--- src/rtl/ex_stage_alu_if.sv ---
`default_nettype none
// ============================================================================
// ex_stage_alu_if : ID/EX -> EX -> MEM handshake and payload bundle
// Revision 1.0
// ============================================================================
interface ex_stage_alu_if #(
   parameter int DATA_W = 32,
   parameter int PC_W   = 32,
   parameter int RD_W   = 5
);
   // ID/EX side
   logic              in_valid;
   logic              in_ready;
   logic [3:0]        Operation;
   logic [DATA_W-1:0] SrcA;
   logic [DATA_W-1:0] SrcB;
   logic [DATA_W-1:0] store_data;
   logic [RD_W-1:0]   rd_in;
   logic              reg_write_in;
   logic              mem_read_in;
   logic              mem_write_in;
   logic              is_branch;
   logic [PC_W-1:0]   branch_target;
   logic              flush;

   // EX/MEM side
   logic              out_valid;
   logic              out_ready;
   logic [DATA_W-1:0] alu_result;
   logic              zero;
   logic [DATA_W-1:0] store_data_q;
   logic [RD_W-1:0]   rd_q;
   logic              reg_write_q;
   logic              mem_read_q;
   logic              mem_write_q;
   logic              illegal_op;
   logic              redirect;
   logic [PC_W-1:0]   redirect_pc;

   modport slave (
      input  in_valid, Operation, SrcA, SrcB, store_data, rd_in,
             reg_write_in, mem_read_in, mem_write_in, is_branch,
             branch_target, flush, out_ready,
      output in_ready, out_valid, alu_result, zero, store_data_q, rd_q,
             reg_write_q, mem_read_q, mem_write_q, illegal_op,
             redirect, redirect_pc
   );

   modport master (
      output in_valid, Operation, SrcA, SrcB, store_data, rd_in,
             reg_write_in, mem_read_in, mem_write_in, is_branch,
             branch_target, flush, out_ready,
      input  in_ready, out_valid, alu_result, zero, store_data_q, rd_q,
             reg_write_q, mem_read_q, mem_write_q, illegal_op,
             redirect, redirect_pc
   );
endinterface
`default_nettype wire

--- src/rtl/ex_stage_alu.sv ---
`default_nettype none
// ============================================================================
// ex_stage_alu : RISC-V execute stage - ALU, BEQ/BNE resolution, EX/MEM register
// Revision 1.0
// ============================================================================
module ex_stage_alu #(
   parameter int DATA_W = 32,
   parameter int PC_W   = 32,
   parameter int RD_W   = 5
) (
   input  logic          clk,
   input  logic          reset,
   ex_stage_alu_if.slave bus
);
   localparam logic [3:0] c_OP_AND = 4'b0000;
   localparam logic [3:0] c_OP_SUB = 4'b0001;
   localparam logic [3:0] c_OP_ADD = 4'b0010;
   localparam logic [3:0] c_OP_BNE = 4'b0011;
   localparam logic [3:0] c_OP_OR  = 4'b0100;
   localparam logic [3:0] c_OP_XOR = 4'b0101;
   localparam logic [3:0] c_OP_BEQ = 4'b1000;

   logic [DATA_W-1:0] diff;
   logic [DATA_W-1:0] result_d;
   logic              op_legal;
   logic              br_op;
   logic              br_cond;
   logic              illegal_d;
   logic              taken_d;
   logic              ctl_en;
   logic              in_ready;
   logic              accept;

   logic              out_valid_q;
   logic [DATA_W-1:0] result_q;
   logic              zero_q;
   logic [DATA_W-1:0] sdata_q;
   logic [RD_W-1:0]   rd_reg_q;
   logic              rw_q;
   logic              mr_q;
   logic              mw_q;
   logic              illegal_q;
   logic              redirect_q;
   logic [PC_W-1:0]   redirect_pc_q;

   assign diff = bus.SrcA - bus.SrcB;

   always_comb begin
      result_d = '0;
      op_legal = 1'b1;
      br_op    = 1'b0;
      br_cond  = 1'b0;
      case (bus.Operation)
         c_OP_AND: result_d = bus.SrcA & bus.SrcB;
         c_OP_SUB: result_d = diff;
         c_OP_ADD: result_d = bus.SrcA + bus.SrcB;
         c_OP_OR:  result_d = bus.SrcA | bus.SrcB;
         c_OP_XOR: result_d = bus.SrcA ^ bus.SrcB;
         c_OP_BEQ: begin
            result_d = diff;
            br_op    = 1'b1;
            br_cond  = (bus.SrcA == bus.SrcB);
         end
         c_OP_BNE: begin
            result_d = diff;
            br_op    = 1'b1;
            br_cond  = (bus.SrcA != bus.SrcB);
         end
         default:  op_legal = 1'b0;
      endcase
   end

   // A branch flag paired with a non-branch opcode is treated as malformed.
   assign illegal_d = !op_legal || (bus.is_branch && !br_op);
   assign taken_d   = bus.is_branch && br_op && br_cond;
   assign ctl_en    = !illegal_d && !bus.is_branch;

   assign in_ready  = !out_valid_q || bus.out_ready;
   assign accept    = bus.in_valid && in_ready && !bus.flush;

   always_ff @(posedge clk or posedge reset) begin
      if (reset) begin
         out_valid_q   <= 1'b0;
         result_q      <= '0;
         zero_q        <= 1'b0;
         sdata_q       <= '0;
         rd_reg_q      <= '0;
         rw_q          <= 1'b0;
         mr_q          <= 1'b0;
         mw_q          <= 1'b0;
         illegal_q     <= 1'b0;
         redirect_q    <= 1'b0;
         redirect_pc_q <= '0;
      end else if (bus.flush) begin
         // Data fields are left stale; out_valid qualifies them downstream.
         out_valid_q <= 1'b0;
         redirect_q  <= 1'b0;
         illegal_q   <= 1'b0;
      end else if (accept) begin
         out_valid_q   <= 1'b1;
         result_q      <= result_d;
         zero_q        <= (result_d == '0);
         sdata_q       <= bus.store_data;
         rd_reg_q      <= bus.rd_in;
         rw_q          <= bus.reg_write_in && ctl_en;
         mr_q          <= bus.mem_read_in  && ctl_en;
         mw_q          <= bus.mem_write_in && ctl_en;
         illegal_q     <= illegal_d;
         redirect_q    <= taken_d;
         redirect_pc_q <= bus.branch_target;
      end else begin
         redirect_q <= 1'b0;
         if (bus.out_ready) begin
            out_valid_q <= 1'b0;
            illegal_q   <= 1'b0;
         end
      end
   end

   assign bus.in_ready     = in_ready;
   assign bus.out_valid    = out_valid_q;
   assign bus.alu_result   = result_q;
   assign bus.zero         = zero_q;
   assign bus.store_data_q = sdata_q;
   assign bus.rd_q         = rd_reg_q;
   assign bus.reg_write_q  = rw_q;
   assign bus.mem_read_q   = mr_q;
   assign bus.mem_write_q  = mw_q;
   assign bus.illegal_op   = illegal_q;
   assign bus.redirect     = redirect_q;
   assign bus.redirect_pc  = redirect_pc_q;
endmodule
`default_nettype wire
--- src/flat_wrapper.sv ---
// flat-port wrapper written by rule: the top's interface ports become plain ports
module ex_stage_alu_flat 
#(
   parameter int DATA_W = 32,
   parameter int PC_W   = 32,
   parameter int RD_W   = 5
)
  (clk, reset, bus_in_valid, bus_Operation, bus_SrcA, bus_SrcB, bus_store_data, bus_rd_in, bus_reg_write_in, bus_mem_read_in, bus_mem_write_in, bus_is_branch, bus_branch_target, bus_flush, bus_out_ready, bus_in_ready, bus_out_valid, bus_alu_result, bus_zero, bus_store_data_q, bus_rd_q, bus_reg_write_q, bus_mem_read_q, bus_mem_write_q, bus_illegal_op, bus_redirect, bus_redirect_pc);
  ex_stage_alu_if #(.DATA_W(DATA_W), .PC_W(PC_W), .RD_W(RD_W)) bus_i ();
  input  logic clk;
  input  logic reset;
  input wire logic [$bits(bus_i.in_valid)-1:0] bus_in_valid;
  input wire logic [$bits(bus_i.Operation)-1:0] bus_Operation;
  input wire logic [$bits(bus_i.SrcA)-1:0] bus_SrcA;
  input wire logic [$bits(bus_i.SrcB)-1:0] bus_SrcB;
  input wire logic [$bits(bus_i.store_data)-1:0] bus_store_data;
  input wire logic [$bits(bus_i.rd_in)-1:0] bus_rd_in;
  input wire logic [$bits(bus_i.reg_write_in)-1:0] bus_reg_write_in;
  input wire logic [$bits(bus_i.mem_read_in)-1:0] bus_mem_read_in;
  input wire logic [$bits(bus_i.mem_write_in)-1:0] bus_mem_write_in;
  input wire logic [$bits(bus_i.is_branch)-1:0] bus_is_branch;
  input wire logic [$bits(bus_i.branch_target)-1:0] bus_branch_target;
  input wire logic [$bits(bus_i.flush)-1:0] bus_flush;
  input wire logic [$bits(bus_i.out_ready)-1:0] bus_out_ready;
  output wire logic [$bits(bus_i.in_ready)-1:0] bus_in_ready;
  output wire logic [$bits(bus_i.out_valid)-1:0] bus_out_valid;
  output wire logic [$bits(bus_i.alu_result)-1:0] bus_alu_result;
  output wire logic [$bits(bus_i.zero)-1:0] bus_zero;
  output wire logic [$bits(bus_i.store_data_q)-1:0] bus_store_data_q;
  output wire logic [$bits(bus_i.rd_q)-1:0] bus_rd_q;
  output wire logic [$bits(bus_i.reg_write_q)-1:0] bus_reg_write_q;
  output wire logic [$bits(bus_i.mem_read_q)-1:0] bus_mem_read_q;
  output wire logic [$bits(bus_i.mem_write_q)-1:0] bus_mem_write_q;
  output wire logic [$bits(bus_i.illegal_op)-1:0] bus_illegal_op;
  output wire logic [$bits(bus_i.redirect)-1:0] bus_redirect;
  output wire logic [$bits(bus_i.redirect_pc)-1:0] bus_redirect_pc;
  assign bus_i.in_valid = bus_in_valid;
  assign bus_i.Operation = bus_Operation;
  assign bus_i.SrcA = bus_SrcA;
  assign bus_i.SrcB = bus_SrcB;
  assign bus_i.store_data = bus_store_data;
  assign bus_i.rd_in = bus_rd_in;
  assign bus_i.reg_write_in = bus_reg_write_in;
  assign bus_i.mem_read_in = bus_mem_read_in;
  assign bus_i.mem_write_in = bus_mem_write_in;
  assign bus_i.is_branch = bus_is_branch;
  assign bus_i.branch_target = bus_branch_target;
  assign bus_i.flush = bus_flush;
  assign bus_i.out_ready = bus_out_ready;
  assign bus_in_ready = bus_i.in_ready;
  assign bus_out_valid = bus_i.out_valid;
  assign bus_alu_result = bus_i.alu_result;
  assign bus_zero = bus_i.zero;
  assign bus_store_data_q = bus_i.store_data_q;
  assign bus_rd_q = bus_i.rd_q;
  assign bus_reg_write_q = bus_i.reg_write_q;
  assign bus_mem_read_q = bus_i.mem_read_q;
  assign bus_mem_write_q = bus_i.mem_write_q;
  assign bus_illegal_op = bus_i.illegal_op;
  assign bus_redirect = bus_i.redirect;
  assign bus_redirect_pc = bus_i.redirect_pc;
  ex_stage_alu #(.DATA_W(DATA_W), .PC_W(PC_W), .RD_W(RD_W)) u_core (.clk(clk), .reset(reset), .bus(bus_i));
endmodule
--- config.mk ---
export PLATFORM = sky130hd
export DESIGN_NAME = ex_stage_alu_flat
export DESIGN_NICKNAME = d
export VERILOG_FILES = /design/src/rtl/ex_stage_alu_if.sv /design/src/rtl/ex_stage_alu.sv /design/src/flat_wrapper.sv
export SDC_FILE = /design/constraint.sdc
export NUM_CORES = 1
export LEC_CHECK = 0
export CORE_MARGIN = 3
export CORE_UTILIZATION = 49
export CTS_BUF_LIST = sky130_fd_sc_hd__clkbuf_8
export DETAILED_ROUTE_END_ITERATION = 12
export PLACE_DENSITY = 0.76
export RECOVER_POWER = 100
export SYNTH_ARGS = -nofsm -noshare
export SYNTH_HDL_FRONTEND = slang
export SYNTH_SLANG_ARGS = --single-unit
--- constraint.sdc ---
create_clock -name clk -period 9 [get_ports clk]
set_input_delay 2.7 -clock clk [delete_from_list [all_inputs] [get_ports clk]]
set_output_delay 2.7 -clock clk [all_outputs]
set_load 0.01 [all_outputs]
## Yosys cells after proc, flatten, opt, wreduce, memory -nomap -nowiden

Index checks and enable logic that the tools add are counted.

- $add $sub $neg: 2
- Multiply operators: 0
- Shifts and indexed selects: 0
- Magnitude comparators: 0
- Bitwise operators: 4
- Div/mod/pow operators: 0
- Reductions and logical operators: 24
- Equality and inequality tests: 8
- Multiplexer cells: 11

Operators by type and width:

| operator | count |
|---|---|
| $pmux W32 S5 | 1 |
| $add A32 B32 Y32 | 1 |
| $and A32 B32 Y32 | 1 |
| $eq A32 B32 Y1 | 1 |
| $logic_not A32 Y1 | 1 |
| $ne A32 B32 Y1 | 1 |
| $or A32 B32 Y32 | 1 |
| $sub A32 B32 Y32 | 1 |
| $xor A32 B32 Y32 | 1 |
| $logic_and A1 B1 Y1 | 9 |
| $mux W1 | 9 |
| $eq A4 B2 Y1 const B | 2 |
| $eq A4 B3 Y1 const B | 2 |
| $reduce_or A7 Y1 | 1 |
| $logic_not A1 Y1 | 6 |
| $eq A4 B1 Y1 const B | 1 |
| $eq A4 B4 Y1 const B | 1 |
| $logic_not A4 Y1 | 1 |
| $reduce_bool A3 Y1 | 1 |
| $reduce_or A3 Y1 | 1 |
| $logic_or A1 B1 Y1 | 2 |
| $pmux W1 S2 | 1 |
| $reduce_and A2 Y1 | 1 |
| $reduce_or A2 Y1 | 1 |
| $not A1 Y1 | 1 |

- Register bits after elaboration: 108
- Memories kept: 0
- Bits in latches: 0
- Word-level logic and storage cells: 60
- Bits in read-only memories: 0
- Output and inout bits: 109
- Bits in writable memories: 0

## Logic depth before layout (Yosys ltp)

- Depth after elaboration: 9
- Mapped depth: 15
- Depth with buffers taken out: 15

## Worst setup path after synthesis

No wires, ideal clock.

- Path kind: input to register
- From: input port bus_SrcA[0]
- To: register u_core.zero_q (netlist: u_core.bus.zero)
- Stages on the path: 15
- Arrival time: 5.929 ns
- Slack: 2.995 ns
- Cell sequence: inv_1 ha_1 inv_1 fa_1 nor2b_1 o21ai_1 nand2_2 a221o_1 o21a_1 a21oi_2 or4b_1 a311oi_1 nand4_1 or4_1 o21ai_1

- Longest elaborated chain between the ends: 3
- Elaborated cells between the ends (all ways): 7
- Classes of those cells: add/sub: 2; mux: 1; bitwise: 3; reduce/logical: 1

RTL lines:

| item | RTL line | text |
|---|---|---|
| start: declaration | flat_wrapper.sv:14 | `input wire logic [$bits(bus_i.SrcA)-1:0] bus_SrcA;` |
| $sub A32 B32 Y32, or another cell as far along | ex_stage_alu.sv:46 | `assign diff = bus.SrcA - bus.SrcB;` |
| $pmux W32 S5 * | ex_stage_alu.sv:53 | `case (bus.Operation)` |
| $logic_not A32 Y1 * | ex_stage_alu.sv:102 | `zero_q <= (result_d == '0);` |
| end signal: assignment | ex_stage_alu.sv:102 |  |
| end: declaration | ex_stage_alu.sv:36 | `logic zero_q;` |

Every way passes the cells marked *; elsewhere a longest branch is shown, timed or not.
A chain may end at the register's enable or synchronous reset.

## Worst setup path in the final report

- From: input port bus_Operation[3]
- To: register u_core.zero_q (netlist: u_core.bus.zero)

- Longest elaborated chain between the ends: 4
- Elaborated cells between the ends (all ways): 10
- Classes of those cells: eq/ne: 6; mux: 1; reduce/logical: 3

RTL lines:

| item | RTL line | text |
|---|---|---|
| start: declaration | flat_wrapper.sv:13 | `input wire logic [$bits(bus_i.Operation)-1:0] bus_Operation;` |
| $eq A4 B1 Y1, or another cell as far along | ex_stage_alu.sv:53 |  |
| $reduce_or A3 Y1 (no line) | -- |  |
| $pmux W32 S5 * | ex_stage_alu.sv:53 |  |
| $logic_not A32 Y1 * | ex_stage_alu.sv:102 |  |

Marks and branches as above.

==> results.txt <==
status: finished with violations
failing checks: max-capacitance violations, max-slew violations
FF/Latch Area: 2700 µm²
vias per inst: 6.08
Fin. Hold Viols: 0
CP Depth: 11
fin crit share: 0.860
Mapped Cells: 1327
Power Internal: 0.981 mW
Crit. End Element: register
#FFs+latches synth: 108
RR Endpoint: u_core.bus.alu_result[20]
1st-pass router iterations: 5
FP Rows: 50
worst hold path depth: 2
static leakage: 5.96 nW
# Post-CTS Setup Buffers: 0
Routed WL: 37900 µm
worst r2r src: u_core.bus.out_valid
crit path from: bus_Operation[3]
unrepaired setup endpoints after global routing: no
Initial Utilization: 0.510
startpoint types: input pin
Worst R2R Setup Slack: 3.92 ns
PwrDens: 132 nW/µm²
sequential power share: 0.360
Total GRT Usage: 0.341
I/O pin cnt: 255
die area: 21600 µm²
Max Cap Viol: 5
Remaining DRCs: 0
Slew HR: -1.65
area leader, netlist: dfrtp_1
hold_buf cts: 0
Fmax achieved: 0.129 GHz
hold endpoint: u_core.bus.rd_q[3]
multi-input logic area: 6330 µm²
Post-Route Setup TNS: 0 ns
grt total ovfl: 0
Main synth FF type: dfrtp_1
CP required: 9.27 ns
CP Class: in2reg
minimum clock period: 7.74 ns
cell chain of the critical path: dlygate4sd3_1, or3b_2, a21oi_1, o21ai_0, a21oi_1, a2111oi_0, nand4_1, nor4_1, nand4_1, or4_1, o21ai_0
CP peak stage delay: 2.15 ns
CTS tree: built
initial antenna violation count: 0
largest net degree at the start of global routing: 93
final core occ: 0.659
first-pass GRT wire length: 58900 µm
Worst Skew: 0.0248 ns
1st-iter DRT viols: 1058
Die Y: 147 µm
crit-path max FO: 28
Synth Cell Area: 9730 µm²
Routability Congestion: 1.00
Antenna diodes: 0
core area: 19100 µm²
Final Max Slew Viols: 289
Synth area leaders: dfrtp_1 (28%), ha_1 (13%), nand2_1 (12%)
WL per Instance: 21.1 µm
combinational power share: 0.440
min-delay src: u_core.bus.rd_q[3]
CTS resizes: 0
cts bufs inserted: 9
crit path DAT: 8.01 ns
Reg2Reg Depth: 6
Clock Tree Buf Depth: 2
Synth cell types: 81
Slew @ Worst Pin: 3.98 ns
post-synthesis async set-or-reset flop share: 1.00
hpwl dp: 29300 µm
Final setup viols: 0
Sw Share: 0.408
Post-DRT Antenna Nets: 0
Synth Net Count: 1575
Worst Path Buf+Inv: 1
via count: 10900
CP max stage cell: a21oi_1
Synth top area share: 0.278
YS warnings: 0
clk_lat worst skew: 0.41 ns
layout cell share with drive strength beyond 1: 0.0326
root buf cell: clkbuf_8
IO Port Bufs: 254
clk slew on worst S/H paths: 0.12 ns
Die W: 147 µm
clock share of power: 0.199
clock sink count: 108
Avg Inst Size Synth: 7.33 µm²
CTS H-tree depth: 3
FILL cells: 1733
area grow syn2layout: 29.3%
Max VDD drop: 95.5 µV
delay-heaviest family, CP: compound AO/OA/AOI/OAI gates
sequential-to-total area share from yosys stat: 0.278
vias in the first global route: 10400
EDFF count, synth: 0
NetSw: 0.675 mW
hold crit path type: reg2reg
Layout Nets: 1775
-- synthesized netlist by cell type, drive strengths merged (6+ instances only) --
| library cell | number |
|---|---|
| a2111oi | 8 |
| a211o | 13 |
| a211oi | 24 |
| a21o | 12 |
| a21oi | 95 |
| a221oi | 7 |
| a31oi | 10 |
| and3 | 14 |
| buf | 17 |
| clkbuf | 59 |
| dfrtp | 108 |
| ha | 100 |
| inv | 106 |
| nand2 | 315 |
| nand2b | 7 |
| nand3 | 28 |
| nand4 | 16 |
| nor2 | 82 |
| nor2b | 16 |
| nor3 | 27 |
| nor3b | 6 |
| nor4 | 16 |
| o211ai | 13 |
| o21a | 9 |
| o21ai | 87 |
| o21bai | 8 |
| o31ai | 18 |
| or3 | 6 |
-- per-stage QoR --
step	total power, mW	setup WS [ns]	area [µm²]	instances	hold WS (ns)
floorplan	0.983	2.99	9730	1327	0.514
global placement	1.34	1.62	12400	1776	0.456
CTS	1.68	1.97	12600	1792	0.489
detailed placement	1.35	1.59	12400	1776	0.461
global route	1.75	1.08	12600	1792	0.500
finish	1.66	1.26	12600	1792	0.480
-- layer usage --
metal / wire [µm] / global-route usage / share of wire
met5: 0 / 0 / 0
met4: 1390 / 0.110 / 0.037
met1: 15300 / 0.446 / 0.40
met2: 17800 / 0.569 / 0.47
met3: 3440 / 0.0682 / 0.091
-- how the worst max path moves through the flow --
| stage | to |
|---|---|
| 6_report | u_core.bus.zero |
| 5_1_grt | u_core.bus.alu_result[20] |
| 3_3_place_gp | u_core.bus.zero |
| 2_1_floorplan | u_core.bus.zero |
| 4_1_cts | u_core.bus.zero |
| 3_5_place_dp | u_core.bus.zero |
-- logic make-up (layout without fill, tap and decap cells) --
kind of cell    count (synthesis)  after routing  synth area share
compound gates                365            365             0.249
xor+xnor                        3              3           0.00270
fa+ha+maj                     102            102             0.133
buf+inv                       182            387            0.0735
flops                         108            108             0.278
mux                             6              6           0.00656
simple gates                  561            561             0.258
-- layout make-up --
type                       instances  area share
tap                              260      0.0259
timing repair buffer             265       0.208
clock buffer                       9     0.00985
multi-input combinational       1037       0.503
sequential                       108       0.215
inverter                         106      0.0317
clock inverter                     7     0.00667
-- state kept, by name (all words and copies together) (netlist names) --
signal	cells
u_core.bus.alu_result	32
u_core.bus.store_data_q	32
u_core.bus.out_valid	1
u_core.bus.redirect	1
u_core.bus.reg_write_q	1
u_core.bus.rd_q	5
u_core.bus.mem_write_q	1
u_core.bus.redirect_pc	32
u_core.bus.zero	1
u_core.bus.mem_read_q	1
u_core.bus.illegal_op	1
-- tightest hold or removal path, stage by stage, from the launching register on --
cell and delay (ns):
dfrtp_1 0.36, nand2_1 0.05, nand2_1 0.05
-- placed cells by master (no fill, tap or decap), types with 7 or more instances in the layout --
| master | count |
|---|---|
| buf_4 | 7 |
| a211oi_1 | 23 |
| a21o_1 | 12 |
| a2111oi_0 | 7 |
| nor2b_1 | 15 |
| nor4_1 | 15 |
| clkdlybuf4s50_1 | 140 |
| a211o_1 | 13 |
| nand3_1 | 28 |
| clkbuf_8 | 9 |
| nor2_1 | 82 |
| dfrtp_1 | 108 |
| nand2_1 | 314 |
| o31ai_1 | 18 |
| a21oi_1 | 94 |
| ha_1 | 100 |
| o21a_1 | 9 |
| nor3_1 | 26 |
| o21ai_0 | 85 |
| dlygate4sd3_1 | 114 |
| and3_1 | 14 |
| nand4_1 | 16 |
| o21bai_1 | 8 |
| inv_1 | 102 |
| o211ai_1 | 13 |
| a31oi_1 | 10 |
| nand2b_1 | 7 |
-- power groups by stage --
stage	clock, mW	combinational (mW)	sequential, mW
6_report	0.330	0.729	0.596
5_1_grt	0.353	0.788	0.607
4_1_cts	0.332	0.748	0.600
3_5_place_dp	0	0.744	0.610
3_3_place_gp	0	0.738	0.607
2_1_floorplan	0	0.341	0.642
(Power assumes the default switching activity.)
